==> src/rtl/mem_port_arbiter.sv <==
// rtl/mem_port_arbiter.sv - Shares one memory port between instruction fetch (I) and data (D) requesters.
// D has priority; a streak counter forces an I grant after STARVE_LIMIT back-to-back D grants.
module mem_port_arbiter #(
    parameter int STARVE_LIMIT = 4
) (
    input  logic        clk,
    input  logic        rst_n,
    input  logic        i_read,
    input  logic [31:0] i_addr,
    output logic [31:0] i_rdata,
    output logic        i_resp,
    input  logic        d_read,
    input  logic        d_write,
    input  logic [3:0]  d_wmask,
    input  logic [31:0] d_addr,
    input  logic [31:0] d_wdata,
    output logic [31:0] d_rdata,
    output logic        d_resp,
    output logic        pmem_read,
    output logic        pmem_write,
    output logic [3:0]  pmem_wmask,
    output logic [31:0] pmem_addr,
    output logic [31:0] pmem_wdata,
    input  logic [31:0] pmem_rdata,
    input  logic        pmem_resp,
    output logic [1:0]  grant
);

    localparam int SW = (STARVE_LIMIT < 1) ? 1 : $clog2(STARVE_LIMIT + 1);
    localparam logic [SW-1:0] LIMIT = SW'(STARVE_LIMIT);

    typedef enum logic [1:0] {
        IDLE    = 2'b00,
        SERVE_I = 2'b01,
        SERVE_D = 2'b10
    } state_t;

    state_t        state;
    state_t        state_nxt;
    logic [SW-1:0] streak;
    logic [SW-1:0] streak_nxt;
    logic          grant_i;
    logic          grant_d;
    logic          d_req;
    logic          force_i;

    logic          lat_read;
    logic          lat_write;
    logic [3:0]    lat_wmask;
    logic [31:0]   lat_addr;
    logic [31:0]   lat_wdata;

    logic          serve_i;
    logic          serve_d;
    logic          busy;

    assign d_req   = d_read | d_write;
    // A limit of zero means D always wins a tie; fetch never gets forced.
    assign force_i = (STARVE_LIMIT != 0) && (streak == LIMIT);

    always_comb begin
        state_nxt  = state;
        streak_nxt = streak;
        grant_i    = 1'b0;
        grant_d    = 1'b0;
        case (state)
            IDLE: begin
                grant_d = d_req && !(i_read && force_i);
                grant_i = i_read && !grant_d;
                if (grant_d) begin
                    state_nxt = SERVE_D;
                    if (i_read) begin
                        streak_nxt = (streak == LIMIT) ? streak : streak + SW'(1);
                    end else begin
                        streak_nxt = '0;
                    end
                end else if (grant_i) begin
                    state_nxt  = SERVE_I;
                    streak_nxt = '0;
                end
            end
            SERVE_I, SERVE_D: begin
                if (pmem_resp) begin
                    state_nxt = IDLE;
                end
            end
            default: state_nxt = IDLE;
        endcase
    end

    always_ff @(posedge clk or negedge rst_n) begin
        if (!rst_n) begin
            state  <= IDLE;
            streak <= '0;
        end else begin
            state  <= state_nxt;
            streak <= streak_nxt;
        end
    end

    // Transaction fields are captured once on the grant edge so the owner may change its inputs freely.
    always_ff @(posedge clk or negedge rst_n) begin
        if (!rst_n) begin
            lat_read  <= 1'b0;
            lat_write <= 1'b0;
            lat_wmask <= '0;
            lat_addr  <= '0;
            lat_wdata <= '0;
        end else if (grant_d) begin
            lat_read  <= d_read & ~d_write;
            lat_write <= d_write;
            lat_wmask <= d_wmask;
            lat_addr  <= d_addr;
            lat_wdata <= d_wdata;
        end else if (grant_i) begin
            lat_read  <= 1'b1;
            lat_write <= 1'b0;
            lat_wmask <= '0;
            lat_addr  <= i_addr;
            lat_wdata <= '0;
        end
    end

    assign serve_i = (state == SERVE_I);
    assign serve_d = (state == SERVE_D);
    assign busy    = serve_i | serve_d;

    assign pmem_read  = busy & lat_read;
    assign pmem_write = busy & lat_write;
    assign pmem_wmask = busy ? lat_wmask : 4'h0;
    assign pmem_addr  = busy ? lat_addr  : 32'h0;
    assign pmem_wdata = busy ? lat_wdata : 32'h0;

    assign i_resp  = serve_i & pmem_resp;
    assign d_resp  = serve_d & pmem_resp;
    assign i_rdata = i_resp ? pmem_rdata : 32'h0;
    assign d_rdata = d_resp ? pmem_rdata : 32'h0;

    assign grant = {serve_d, serve_i};

endmodule

==> config.mk <==
export PLATFORM = sky130hd
export DESIGN_NAME = mem_port_arbiter
export DESIGN_NICKNAME = d
export VERILOG_FILES = /design/src/rtl/mem_port_arbiter.sv
export SDC_FILE = /design/constraint.sdc
export NUM_CORES = 1
export LEC_CHECK = 0
export BUFFER_PORTS_ARGS = -buffer_cell sky130_fd_sc_hd__buf_2
export CORE_AREA = 2 2 106 108
export CTS_CLUSTER_SIZE = 30
export DETAILED_ROUTE_END_ITERATION = 16
export DIE_AREA = 0 0 108 110
export PLACE_DENSITY = 0.73
export SETUP_SLACK_MARGIN = 0.2
export SLEW_MARGIN = 25
export SYNTH_ARGS = -nofsm -noshare
export SYNTH_HDL_FRONTEND = slang
export SYNTH_SLANG_ARGS = --single-unit
==> constraint.sdc <==
create_clock -name clk -period 2.4 [get_ports clk]
set_clock_uncertainty 0.2 [all_clocks]
set_input_delay 0.12 -clock clk [delete_from_list [all_inputs] [get_ports clk]]
set_output_delay 0.12 -clock clk [all_outputs]
set_load 0.03 [all_outputs]
; Word level (Yosys, flattened, before mapping)
; Cells that the tools add are included.
[totals]
regBits = 75
latch_bits = 0
ramBits = 0
mem_bits_ro = 0
inputBits = 138
mem_count = 0
[op_classes]
n_addsub = 1
n_mul = 0
div = 0
magnitude_cmp = 0
n_eq_ne = 6
shift = 0
n_mux = 25
bitwise = 8
reduce_logical = 11
[ops]
columns = op, count
row1 = 2-to-1 mux 32 bit, 8
row2 = 2-to-1 mux 3 bit, 4
row3 = 2-to-1 mux 4 bit, 3
row4 = 2-to-1 mux 1 bit, 6
row5 = 2-to-1 mux 2 bit, 3
row6 = "!= test 3 bit, second input constant", 2
row7 = AND 1 bit, 5
row8 = case mux 2 bit (2 select lines), 1
row9 = nonzero test 2 bit, 2
row10 = "adder 3 x 1 -> 3 bit, second input constant", 1
row11 = "== test 3 bit, second input constant", 1
row12 = logical AND 1 bit, 3
row13 = AND reduction 3 bit, 1
row14 = "== test 2 x 1 -> 1 bit, second input constant", 1
row15 = "== test 2 bit, second input constant", 1
row16 = zero test 1 bit, 2
row17 = zero test 2 bit, 1
row18 = "!= test 2 bit, second input constant", 1
row19 = OR 1 bit, 2
row20 = AND reduction 2 bit, 1
row21 = OR reduction 2 bit, 1
row22 = NOT 1 bit, 1

; Longest topological paths before layout
[logic_depth]
ltp_word = 9
ltp_mapped = 9
depth_no_buf = 5

; Worst setup path before layout
; OpenSTA, ideal clock, no wires.
[synth_path]
kind = register to register
startpoint = register state[0]
endpoint = register lat_wdata[19]
setup_ns = 0.121
arrival_time_ns = 1.530
required_time_ns = 2.079
path_slack_ns = 0.549
path_stages_with_launch = 10
n_path_buf = 4
cell_sequence = dfrtp_1 > inv_1 > ha_1 > buf_2 > o21a_1 > buf_6 > and2_1 > buf_6 > buf_6 > a22o_1
[synth_via]
elab_chain_len = 3
elab_cells_between_ends = 5
classes_between = mux: 3 / reduce/logical: 2
[synth_rtl]
columns = element, line_no
row1 = "start, declared", 38  ; state_t state;
row2 = "start signal, assigned", 96  ; state <= state_nxt;
row3 = zero test 2 bit (*), 66  ; case (state)
row4 = 2-to-1 mux 1 bit, 66
row5 = 2-to-1 mux 32 bit or nonzero test 2 bit (tied branches), n/a
row6 = "end signal, assigned", 114  ; lat_wdata <= d_wdata;
row7 = "end, declared", 51  ; logic [31:0] lat_wdata;
; Mark *: on every way between the ends. The rest lies on a longest branch, timed or not.
; A chain may end at the register's enable or synchronous reset.

; Worst setup path in the final report
[layout_path]
startpoint = register state[0]
endpoint = output pmem_addr[6]
[layout_via]
elab_chain_len = 3
elab_cells_between_ends = 4
classes_between = eq/ne: 2 / mux: 1 / bitwise: 1
[layout_rtl]
columns = element, line_no
row1 = == test 2 x 1 -> 1 bit or == test 2 bit (tied branches), "124, 125"
row2 = OR 1 bit (*), 126  ; assign busy = serve_i | serve_d;
row3 = 2-to-1 mux 32 bit (*), 131  ; assign pmem_addr = busy ? lat_addr : 32'h0;
row4 = "end, declared", 22  ; output logic [31:0] pmem_addr,
; Marked as above.

==> flow_summary.json <==
{
  "setup_viol": 0,
  "drive_gt1_share_pct": 37.4,
  "grt_remaining_overflow": 0,
  "synth_top_family_by_area": "simple AND/OR/NAND/NOR gates",
  "detail_route.vias_per_cell": 5.36,
  "crit_chain": "inv_1 -> ha_1 -> buf_8 -> and2_1 -> buf_2",
  "p_leak_nw": 3.84,
  "ys_seq_area_share_pct": 44.1,
  "place_inst": 837,
  "synth_cell_types": 27,
  "route.detailed.drc": 0,
  "finalHoldViolCount": 0,
  "rsz0062_at_grt": "true",
  "root_buffer": "clkbuf_8",
  "cts_max_path_buffers": 2,
  "grt_pass1_vias": 5019,
  "status": "finished clean",
  "initialDrtViolationCount": 452,
  "syn_inst": 464,
  "mappedNetlistArea_sq_um": 4250,
  "io_pins": 276,
  "crit_required_ns": 2.08,
  "gp_congestion": 0.814,
  "fp.dieW_um": 108,
  "ys_warn_count": 0,
  "initial_core_util_pct": 39.7,
  "synthAdderAreaFrac_pct": 1.47,
  "die_y_um": 110,
  "htree_levels": 3,
  "synth_top_area_share_pct": 44.1,
  "synthMuxAreaShare_pct": 0.235,
  "dr_total_vias": 5133,
  "crit_fanout": 46,
  "synth_area_leaders": "dfrtp_1 (44%), and2_1 (11%), and3_1 (9.6%), a22o_1 (7.4%), o31ai_1 (5.7%)",
  "slew_headroom_pct": 49.6,
  "period_share_pct": 87.3,
  "fp.coreArea_sq_um": 10700,
  "max-vdd-ir-drop_uv": 706,
  "start_kind": "register",
  "postRouteAntennaNets": 0,
  "critical_path.endpoint_type": "primary output",
  "area_growth_pct": 62.0,
  "max_cap_violations": 0,
  "syn_nets": 607,
  "maxSlewViolCount": 0,
  "total_power_mw": 8.41,
  "synthXorXnorAreaFrac_pct": 0,
  "post-route-min-period_ns": 2.10,
  "grt_pass1_wl_um": 24600,
  "postCtsSetupBuffers": 0,
  "die-area_sq_um": 11900,
  "path_delay_family": "buffers and inverters",
  "criticalPathCategory": "reg2out",
  "cts.sinks": 75,
  "stdcell_count": 958,
  "slowest_stage": "dfrtp_1",
  "holdWs_ns": 0.0977,
  "final_nets": 954,
  "numCtsBuffers": 9,
  "cellPowerDensity_nw_per_um2": 1220,
  "cts_tree": "yes",
  "wl_per_cell_um": 16.8,
  "synth_seq_cells": 75,
  "drt_pre_antenna_iters": 8,
  "tightest_slew_ns": 0.756,
  "cp_data_arrival_time_ns": 1.78,
  "antenna_found_initial": 1,
  "clk_pin_slew_ns": 0.08,
  "grt_max_degree": 76,
  "synth_simple_gate_area_share_pct": 28.2,
  "drt-total-wl_um": 16100,
  "clock.fmax_ghz": 0.477,
  "yosysTopAreaCell": "dfrtp_1",
  "synth_compound_area_share_pct": 19.0,
  "portBuffers": 275,
  "insertion_delay_ns": 0.33,
  "min_path_type": "in2reg",
  "finalSetupTns_ns": 0,
  "crit_buf_inv": 3,
  "fp-row-count": 38,
  "track_usage_pct": 26.2,
  "dpl.hpwl_um": 9690,
  "cp_slowest_stage_delay_ns": 0.39,
  "post_synth.cell_area_avg_sq_um": 9.16
}
==> final timing paths <==
check	start	end	slack, ns	cells after the start
min	d_read	state[0]$_DFFE_PN0P_	0.1	4
max in group asynchronous	rst_n	lat_wdata[19]$_DFFE_PN0P_	1.37	2
min reg2reg	lat_write$_DFFE_PN0P_	lat_write$_DFFE_PN0P_	0.28	2
max	state[0]$_DFFE_PN0P_	pmem_addr[6]	0.30	5
min in group asynchronous	rst_n	lat_addr[25]$_DFFE_PN0P_	0.16	2
max reg2reg	state[1]$_DFFE_PN0P_	lat_addr[1]$_DFFE_PN0P_	0.35	6
==> worst reg2reg max path: cells and delay by family, from the launching register on <==
kind	cells	cell delay (ns)
adders and majority gates	1	0.34
DFF	1	0.41
AOI/OAI and AO/OA	3	0.65
buffers and inverters	2	0.36
==> stage by stage <==
step / utilization (%) / setup WS, ns / instance area [sq um]
floorplan: - / 0.549 / 4250
global placement: 52.7 / 0.473 / 5640
detailed placement: 52.7 / 0.339 / 5640
CTS: 64.2 / 0.260 / 6870
global route: 64.4 / 0.185 / 6890
finish: 64.4 / 0.304 / 6890
==> registers in the layout (all words and copies together) (netlist names) <==
signal	cells
lat_wmask	4
state	2
lat_addr	32
lat_wdata	32
lat_write	1
streak	3
lat_read	1
==> repair_timing <==
item | CTS | global route
resized for setup | 1 | 2
endpoints found under the hold margin | 147 | 0
hold buffers | 103 | 0
setup endpoints to repair | 16 | 30
gates cloned | 0 | 0
==> where the power goes <==
part           internal (mW)  switching (mW)  total, mW
Sequential              1.86           0.314       2.18
Clock                  0.488           0.496      0.983
Combinational           1.84            3.41       5.25
Total                   4.19            4.22       8.41
==> synthesized netlist by cell type (all sizes together) <==
cell type	count
clkbuf	24
a21oi	34
nand2b	1
buf	29
ha	5
a21boi	1
a32o	2
dfrtp	75
nor3	32
o31ai	33
nand3	3
a22o	36
a31o	1
o21a	1
inv	5
mux2i	1
nand2	37
or3	1
nor2	2
and2	73
o22ai	1
and3	65
o21ai	2
==> metal layers <==
layer,vias to the layer above,global-route usage (%),share of wire [%]
li1,2331,-,-
met1,2457,28.6,36
met2,291,48.9,54
met3,54,5.53,7.0
met4,0,11.4,3.6
met5,-,0,0
==> final cells by class <==
cell class                      count  area (sq um)
Antenna cell                        2          5.00
Clock buffer                        9           124
Clock inverter                      7          76.3
Fill cell                         853          3810
Inverter                            5          18.8
Multi-Input combinational cell    331          2080
Sequential cell                    75          1880
Tap cell                          140           175
Timing Repair Buffer              389          2530
==> cells by family (layout without fill, tap and decap cells) <==
group	count (synthesis)	count (layout)
AOI/OAI and AO/OA	111	111
and+or+nand+nor	214	214
buffers and inverters	58	410
other	0	2
DFF	75	75
muxes	1	1
adders and majority gates	5	5
==> layout by cell type, fill, tap and decap left out, drive strengths merged <==
cell type      n
buf          286
dlygate4sd3  103
dfrtp         75
and2          73
and3          65
nand2         37
a22o          36
a21oi         34
o31ai         33
nor3          32
clkbuf         9
inv            7
ha             5
nand3          3
diode          2
a32o           2
clkinvlp       2
o21ai          2
nor2           2
clkinv         2
o21a           1
nand2b         1
or3            1
o22ai          1
a31o           1
mux2i          1
a21boi         1
bufinv         1
Power figures use the tool's default switching activity.
